===== config.mk =====
export PLATFORM = sky130hd
export DESIGN_NAME = acc_port_arbiter
export DESIGN_NICKNAME = d
export VERILOG_FILES = /design/src/rtl/acc_arb_pkg.sv /design/src/rtl/rr_pick.sv /design/src/rtl/acc_port_arbiter.sv
export SDC_FILE = /design/constraint.sdc
export NUM_CORES = 1
export LEC_CHECK = 0
export CORE_MARGIN = 2
export CORE_UTILIZATION = 36
export DETAILED_ROUTE_END_ITERATION = 6
export PLACE_DENSITY = 0.77
export SETUP_SLACK_MARGIN = 0.05
export SYNTH_ARGS = -nofsm -noshare
export SYNTH_HDL_FRONTEND = slang
export SYNTH_SLANG_ARGS = --single-unit

===== constraint.sdc =====
create_clock -name clk -period 2.8 [get_ports clk]
set_input_delay 0.84 -clock clk [delete_from_list [all_inputs] [get_ports clk]]
set_output_delay 0.84 -clock clk [all_outputs]
set_load 0.05 [all_outputs]

===== src/rtl/acc_arb_pkg.sv =====
// acc_arb_pkg: shared types, defaults and helpers for the accelerator port arbiter.
package acc_arb_pkg;

  // Default geometry of the simple_acc register port
  localparam int ACC_AWIDTH_DEF    = 4;
  localparam int ACC_DWIDTH_DEF    = 32;
  localparam int ACC_MAX_BURST_DEF = 4;

  // Requester ids fit in two bits (at most four requesters)
  localparam int MAX_REQ  = 4;
  localparam int ARB_ID_W = 2;

  // Burst counter wide enough for a cap of 15
  localparam int BURST_W = 4;

  // Response tag: which requester gets the completion pulse next cycle
  typedef struct packed {
    logic                valid;
    logic [ARB_ID_W-1:0] id;
  } rsp_tag_t;

  // Round-robin winner: first set bit of valid searching ptr, ptr+1, ... mod n.
  // Returns ptr when nothing is valid.
  function automatic logic [ARB_ID_W-1:0] rr_winner(
    input logic [MAX_REQ-1:0]  valid,
    input logic [ARB_ID_W-1:0] ptr,
    input int                  n
  );
    int idx;
    rr_winner = ptr;
    for (int k = n - 1; k >= 0; k--) begin
      idx = (int'(ptr) + k) % n;
      if (valid[idx]) rr_winner = ARB_ID_W'(idx);
    end
  endfunction

endpackage


===== src/rtl/rr_pick.sv =====
// rr_pick: combinational round-robin pick. Rotates the request vector so the
// pointer lands at bit 0, priority-encodes the lowest set bit, then rotates the
// index back. Reusable for any arbiter with N requesters.
module rr_pick #(
  parameter int N  = 2,
  parameter int PW = (N > 1) ? $clog2(N) : 1
) (
  input  logic [N-1:0]  valid,
  input  logic [PW-1:0] ptr,
  output logic          any,
  output logic [PW-1:0] win,
  output logic [N-1:0]  grant
);

  logic [2*N-1:0] dbl;
  logic [N-1:0]   rot;
  logic [PW-1:0]  idx;
  logic [PW:0]    sum;

  assign dbl = {valid, valid};
  assign rot = dbl[ptr +: N];
  assign any = |valid;

  // Lowest set bit of the rotated vector is the closest requester after ptr
  always_comb begin
    idx = '0;
    for (int i = N - 1; i >= 0; i--) begin
      if (rot[i]) idx = PW'(i);
    end
  end

  // Undo the rotation: (idx + ptr) mod N without a divider
  assign sum = {1'b0, idx} + {1'b0, ptr};
  assign win = (sum >= (PW+1)'(N)) ? PW'(sum - (PW+1)'(N)) : sum[PW-1:0];

  genvar gi;
  generate
    for (gi = 0; gi < N; gi++) begin : g_grant
      assign grant[gi] = any & (win == PW'(gi));
    end
  endgenerate

endmodule


===== src/rtl/acc_port_arbiter.sv =====
// acc_port_arbiter: shares the simple_acc register port (1-cycle read latency)
// among NUM_REQ requesters. Round-robin with a burst cap; a winner keeps
// priority (streaming) until MAX_BURST grants while others wait. Each accepted
// access gets a one-cycle rsp_valid pulse routed back to its requester.
// Optional: define ACC_ARB_LOCK_EN to add req_lock, letting the current owner
// hold the port exclusively.
module acc_port_arbiter
  import acc_arb_pkg::*;
#(
  parameter int NUM_REQ   = 2,
  parameter int AWIDTH    = ACC_AWIDTH_DEF,
  parameter int DWIDTH    = ACC_DWIDTH_DEF,
  parameter int MAX_BURST = ACC_MAX_BURST_DEF
) (
  input  logic                      clk,
  input  logic                      rst,
  input  logic [NUM_REQ-1:0]        req_valid,
  input  logic [NUM_REQ-1:0]        req_we,
  input  logic [NUM_REQ*AWIDTH-1:0] req_addr,
  input  logic [NUM_REQ*DWIDTH-1:0] req_wdata,
`ifdef ACC_ARB_LOCK_EN
  input  logic [NUM_REQ-1:0]        req_lock,
`endif
  output logic [NUM_REQ-1:0]        req_ready,
  output logic [NUM_REQ-1:0]        rsp_valid,
  output logic [DWIDTH-1:0]         rsp_rdata,
  output logic [AWIDTH-1:0]         acc_addr,
  output logic                      acc_en,
  output logic                      acc_we,
  output logic [DWIDTH-1:0]         acc_din,
  input  logic [DWIDTH-1:0]         acc_dout
);

  localparam int                PW        = (NUM_REQ > 1) ? $clog2(NUM_REQ) : 1;
  localparam logic [BURST_W:0]  BURST_CAP = (BURST_W+1)'(MAX_BURST);
  localparam logic [PW-1:0]     LAST_ID   = PW'(NUM_REQ - 1);

  function automatic logic [PW-1:0] next_id(input logic [PW-1:0] id);
    return (id == LAST_ID) ? '0 : id + PW'(1);
  endfunction

  logic [PW-1:0]      ptr_reg;
  logic [PW-1:0]      last_id_reg;
  logic [BURST_W-1:0] burst_cnt_reg;
  rsp_tag_t           tag_reg;
  logic               rd_pend_reg;
  logic [DWIDTH-1:0]  rdata_hold_reg;
  logic [DWIDTH-1:0]  din_hold_reg;
  logic [AWIDTH-1:0]  addr_hold_reg;

  logic [NUM_REQ-1:0] arb_valid;
  logic [NUM_REQ-1:0] pick_grant;
  logic [PW-1:0]      search_ptr;
  logic [PW-1:0]      win;
  logic               pick_any;
  logic               accept;
  logic               rotate_ok;
  logic               others_waiting;
  logic               rsp_fire;
  logic [BURST_W:0]   cnt_new;

  genvar gi;

`ifdef ACC_ARB_LOCK_EN
  logic owner_vld_reg;
  logic locked_reg;
  logic locked;
  logic lock_release;

  // The owner is the last granted requester; only it may use the port while locked
  assign locked       = owner_vld_reg & req_lock[last_id_reg];
  assign lock_release = locked_reg & ~locked;
  assign search_ptr   = lock_release ? next_id(last_id_reg) : ptr_reg;
  assign rotate_ok    = ~locked;

  generate
    for (gi = 0; gi < NUM_REQ; gi++) begin : g_lock_mask
      assign arb_valid[gi] = req_valid[gi] & (~locked | (last_id_reg == PW'(gi)));
    end
  endgenerate

  // Remember whether anyone has owned the port and whether it was locked last cycle
  always_ff @(posedge clk) begin
    if (rst) begin
      owner_vld_reg <= 1'b0;
      locked_reg    <= 1'b0;
    end else begin
      if (accept) owner_vld_reg <= 1'b1;
      locked_reg <= locked;
    end
  end
`else
  assign search_ptr = ptr_reg;
  assign rotate_ok  = 1'b1;
  assign arb_valid  = req_valid;
`endif

  rr_pick #(
    .N  (NUM_REQ),
    .PW (PW)
  ) u_pick (
    .valid (arb_valid),
    .ptr   (search_ptr),
    .any   (pick_any),
    .win   (win),
    .grant (pick_grant)
  );

  // Nothing is granted while reset is held
  assign accept    = pick_any & ~rst;
  assign req_ready = pick_grant & {NUM_REQ{~rst}};

  // The winner drives the accelerator in its accept cycle; addr/din hold otherwise
  assign acc_en   = accept;
  assign acc_we   = accept & req_we[win];
  assign acc_addr = accept ? req_addr[win*AWIDTH +: AWIDTH]  : addr_hold_reg;
  assign acc_din  = accept ? req_wdata[win*DWIDTH +: DWIDTH] : din_hold_reg;

  assign others_waiting = rotate_ok & (|(req_valid & ~pick_grant));
  assign cnt_new = (win == last_id_reg) ? ({1'b0, burst_cnt_reg} + (BURST_W+1)'(1))
                                        : (BURST_W+1)'(1);

  // Completion pulse the cycle after accept; read data passes straight from acc_dout
  assign rsp_fire  = tag_reg.valid & ~rst;
  assign rsp_rdata = (rsp_fire & rd_pend_reg) ? acc_dout : rdata_hold_reg;

  generate
    for (gi = 0; gi < NUM_REQ; gi++) begin : g_rsp
      assign rsp_valid[gi] = rsp_fire & (tag_reg.id == ARB_ID_W'(gi));
    end
  endgenerate

  // Response tag, held read data, port hold values, pointer and burst bookkeeping
  always_ff @(posedge clk) begin
    if (rst) begin
      ptr_reg        <= '0;
      last_id_reg    <= '0;
      burst_cnt_reg  <= '0;
      tag_reg        <= '0;
      rd_pend_reg    <= 1'b0;
      rdata_hold_reg <= '0;
      addr_hold_reg  <= '0;
      din_hold_reg   <= '0;
    end else begin
      tag_reg.valid <= accept;
      tag_reg.id    <= ARB_ID_W'(win);
      rd_pend_reg   <= accept & ~req_we[win];
      if (rsp_fire & rd_pend_reg) rdata_hold_reg <= acc_dout;
      if (accept) begin
        addr_hold_reg <= acc_addr;
        din_hold_reg  <= acc_din;
        last_id_reg   <= win;
        if ((cnt_new >= BURST_CAP) && others_waiting) begin
          ptr_reg       <= next_id(win);
          burst_cnt_reg <= '0;
        end else begin
          ptr_reg       <= win;
          burst_cnt_reg <= (cnt_new > BURST_CAP) ? BURST_CAP[BURST_W-1:0]
                                                 : cnt_new[BURST_W-1:0];
        end
      end
`ifdef ACC_ARB_LOCK_EN
      else if (lock_release) begin
        ptr_reg <= search_ptr;
      end
`endif
    end
  end

endmodule


==> out/summary.txt <==
htree depth -> 3
Clk pwr share -> 0.264
most frequent cell after synthesis -> dfxtp_1
number of flops mapped to enable cells by yosys -> 0
Inserted Diodes -> 0
first-pass GRT wire length -> 20,500 µm
hold-fix buffers at CTS -> 0
synthesized instance count -> 360
Final #Nets -> 710
Clock Path Buffers -> 2
syn avg cell area -> 9.69 µm²
fmax -> 0.329 GHz
CORE AREA -> 9330 µm²
max-cap violation count -> 0
CTS Buf Count -> 9
status -> finished with violations
Cell Int Power -> 2580 µW
Netlist cell types -> 32
Avg WL per Cell -> 20.2 µm
#FFs+latches synth -> 77
most frequent cells after synthesis -> 77 x dfxtp_1, 42 x nor2_1, 39 x a21oi_1
drt via density -> 5.20
Leakage -> 0.00322 µW
Final period util -> 1.09
Skew-Pair Late Insertion Delay -> 0.33 ns
Crit path max-delay family -> buffers and inverters
clock-pin transition on the worst setup and hold timing paths -> 0.08 ns
crit start category -> input pin
mapped cell area -> 3490 µm²
Initial Utilization -> 0.374
vias in the first global route -> 4,129
power share of the combinational group -> 0.427
area leader, netlist -> dfxtp_1
Buffers on Ports -> 183
Main synth FF type -> dfxtp_1
Final min period -> 3.04 ns
gpl congestion -> 0.751
DRT iter0 DRCs -> 97
R2R setup slack -> 1.09 ns
critical path required time -> 1.96 ns
Die Y -> 102 µm
Rel. slew slack -> 0.687
CTS tree -> done
total gr overflow -> 0
met2 routed WL -> 7980 µm
HP Class -> reg2reg
Critical Path Fanout Max -> 6
max-slew violation count -> 0
CP endpoint kind -> output pin
hpwl dp -> 8390 µm
worst hold slack -> 0.487 ns
CP bufs+invs -> 4
Final Setup Violations -> 38
proportion of layout cells with a drive suffix above 1 -> 0.464
CTS sink cnt -> 77
synth top area cells -> dfxtp_1 44%, mux2i_1 11%, mux2_2 8.1%, a211oi_1 7.8%, and2_1 6.5%
switching power -> 1240 µW
DRC Markers -> 0
crit path DAT -> 2.20 ns
gr usage total -> 0.257
Ys Warns -> 0
failing checks -> negative setup slack
final setup TNS -> -6.44 ns
worst slew pin tran -> 0.469 ns
routed wl met3 -> 1280 µm
RR Startpoint -> ptr_reg
crit path cell chain -> buf_6 -> nand2b_4 -> a21o_4 -> buf_12 -> buf_16 -> mux2i_4 -> a21oi_4 -> buf_12
largest net degree at the start of global routing -> 42
post-synth top area share -> 0.442
Hold Path Sink -> burst_cnt_reg[2]
Sequential Power Share -> 0.309
die width -> 102 µm
syn_nets -> 471
worst ir drop on vdd -> 266 µV
most used cell, CP -> buf_12
Sw Ratio -> 0.326
hold_sp -> burst_cnt_reg[2]
slowest stage delay, CP -> 0.24 ns
reg-to-reg endpoint -> din_hold_reg[18]
Vias -> 3,815
post-route cell area -> 7910 µm²
PD cells -> 483 nW/µm²
antenna violations before repair -> 0
M1 wire length -> 5180 µm
slack of the critical path -> -0.240 ns
first-pass iteration count of the detailed router -> 5
boundary pin count -> 184
R2R cell count -> 6
clk root buf -> clkbuf_8
WL final -> 14,800 µm
Fin. Hold Viols -> 0
Die Area -> 10,500 µm²
Placed Instance Area -> 6690 µm²
Layout area overhead -> 127%
Seq/Total Area, Yosys -> 0.442
RSZ-0062 raised after global routing -> yes
WS Path Type -> in2out
highest routed metal layer -> met4
# rows -> 35
hold depth -> 2
worst clock skew -> 0.00628 ns
Antenna Violating Nets Remaining -> 0
slowest stage cell, crit path -> a21o_4
asr flop ratio synth -> 0
critical path launch point -> req_valid[1]
per-layer routing:
layer	vias up	GRT usage
met5	-	0
met4	0	0.0759
met3	34	0.107
met2	186	0.488
met1	1840	0.253
li1	1755	-
final cells by class:
class                   count  area, µm²
fillers                   441       1410
repair buffers            258       3200
inverters                   1       6.26
flip-flops and latches     77       1540
well taps                 129        161
multi-input cells         252       2770
clock buffers              10        128
clock inverters             6        111
worst max-delay path by stage:
stage                              to  slack (ns)  depth (start not counted)
after floorplan                acc_we       -0.26                          8
after global placement    acc_din[10]       -0.61                          7
after detailed placement   acc_din[3]       -0.61                          7
after CTS                 acc_din[25]       -0.22                          9
after global routing       acc_din[7]       -0.27                          8
final                      acc_din[7]       -0.24                          8
worst min-delay path, delay by kind of cell (launching register included):
kind	cells	cell delay, ns
DFF	1	0.33
AOI/OAI and AO/OA	1	0.05
and+or+nand+nor	1	0.06
cell usage in the layout, fill, tap and decap left out, types with 2 or more instances in the layout:
cell | synthesis | final
clkdlybuf4s50_1 | 0 | 106
dfxtp_1 | 77 | 77
buf_4 | 2 | 56
buf_12 | 0 | 48
nor2_1 | 42 | 38
a21oi_4 | 0 | 36
a211oi_1 | 36 | 36
and2_1 | 36 | 35
mux2i_4 | 0 | 31
mux2_4 | 0 | 31
buf_6 | 3 | 30
clkbuf_8 | 0 | 9
buf_16 | 0 | 8
buf_8 | 1 | 6
mux2i_1 | 37 | 5
nor2_4 | 0 | 3
nand2_1 | 3 | 3
and3_1 | 3 | 3
nand2b_1 | 4 | 3
a21oi_1 | 39 | 3
o31ai_1 | 3 | 3
bufinv_16 | 0 | 3
clkbuf_16 | 0 | 3
o21ai_0 | 2 | 2
nor2b_1 | 2 | 2
nand3_1 | 3 | 2
power groups by stage:
stage	Combinational [µW]	Sequential, µW	Clock (µW)
floorplan	728	1200	0
global placement	1320	1200	0
detailed placement	1350	1200	0
CTS	1570	1180	1020
global route	1690	1190	1070
finish	1630	1180	1010
kinds of logic (layout without fill, tap and decap cells):
logic type / count (synthesis) / in the layout / share of synthesized area
AO/OA/AOI/OAI: 85 / 85 / 0.155
adder cells (fa/ha/maj): 1 / 1 / 0.00359
buffers and inverters: 31 / 275 / 0.0481
flip-flops: 77 / 77 / 0.442
multiplexers: 69 / 69 / 0.210
AND/OR/NAND/NOR: 97 / 97 / 0.141
metrics by stage:
step	power, µW	utilization	std cells	setup WS (ns)
finish	3820	0.848	733	-0.240
global route	3950	0.848	733	-0.270
CTS	3770	0.817	724	-0.218
detailed placement	2550	0.718	700	-0.610
global placement	2520	0.718	700	-0.611
floorplan	1920	-	360	-0.263
timing repair:
item / CTS / global route
setup buffers: 6 / 6
endpoints found under the setup margin: 45 / 58
resized for setup: 90 / 43
pin swaps: 13 / 8
gates cloned: 8 / 3
Power figures use the tool's default switching activity.
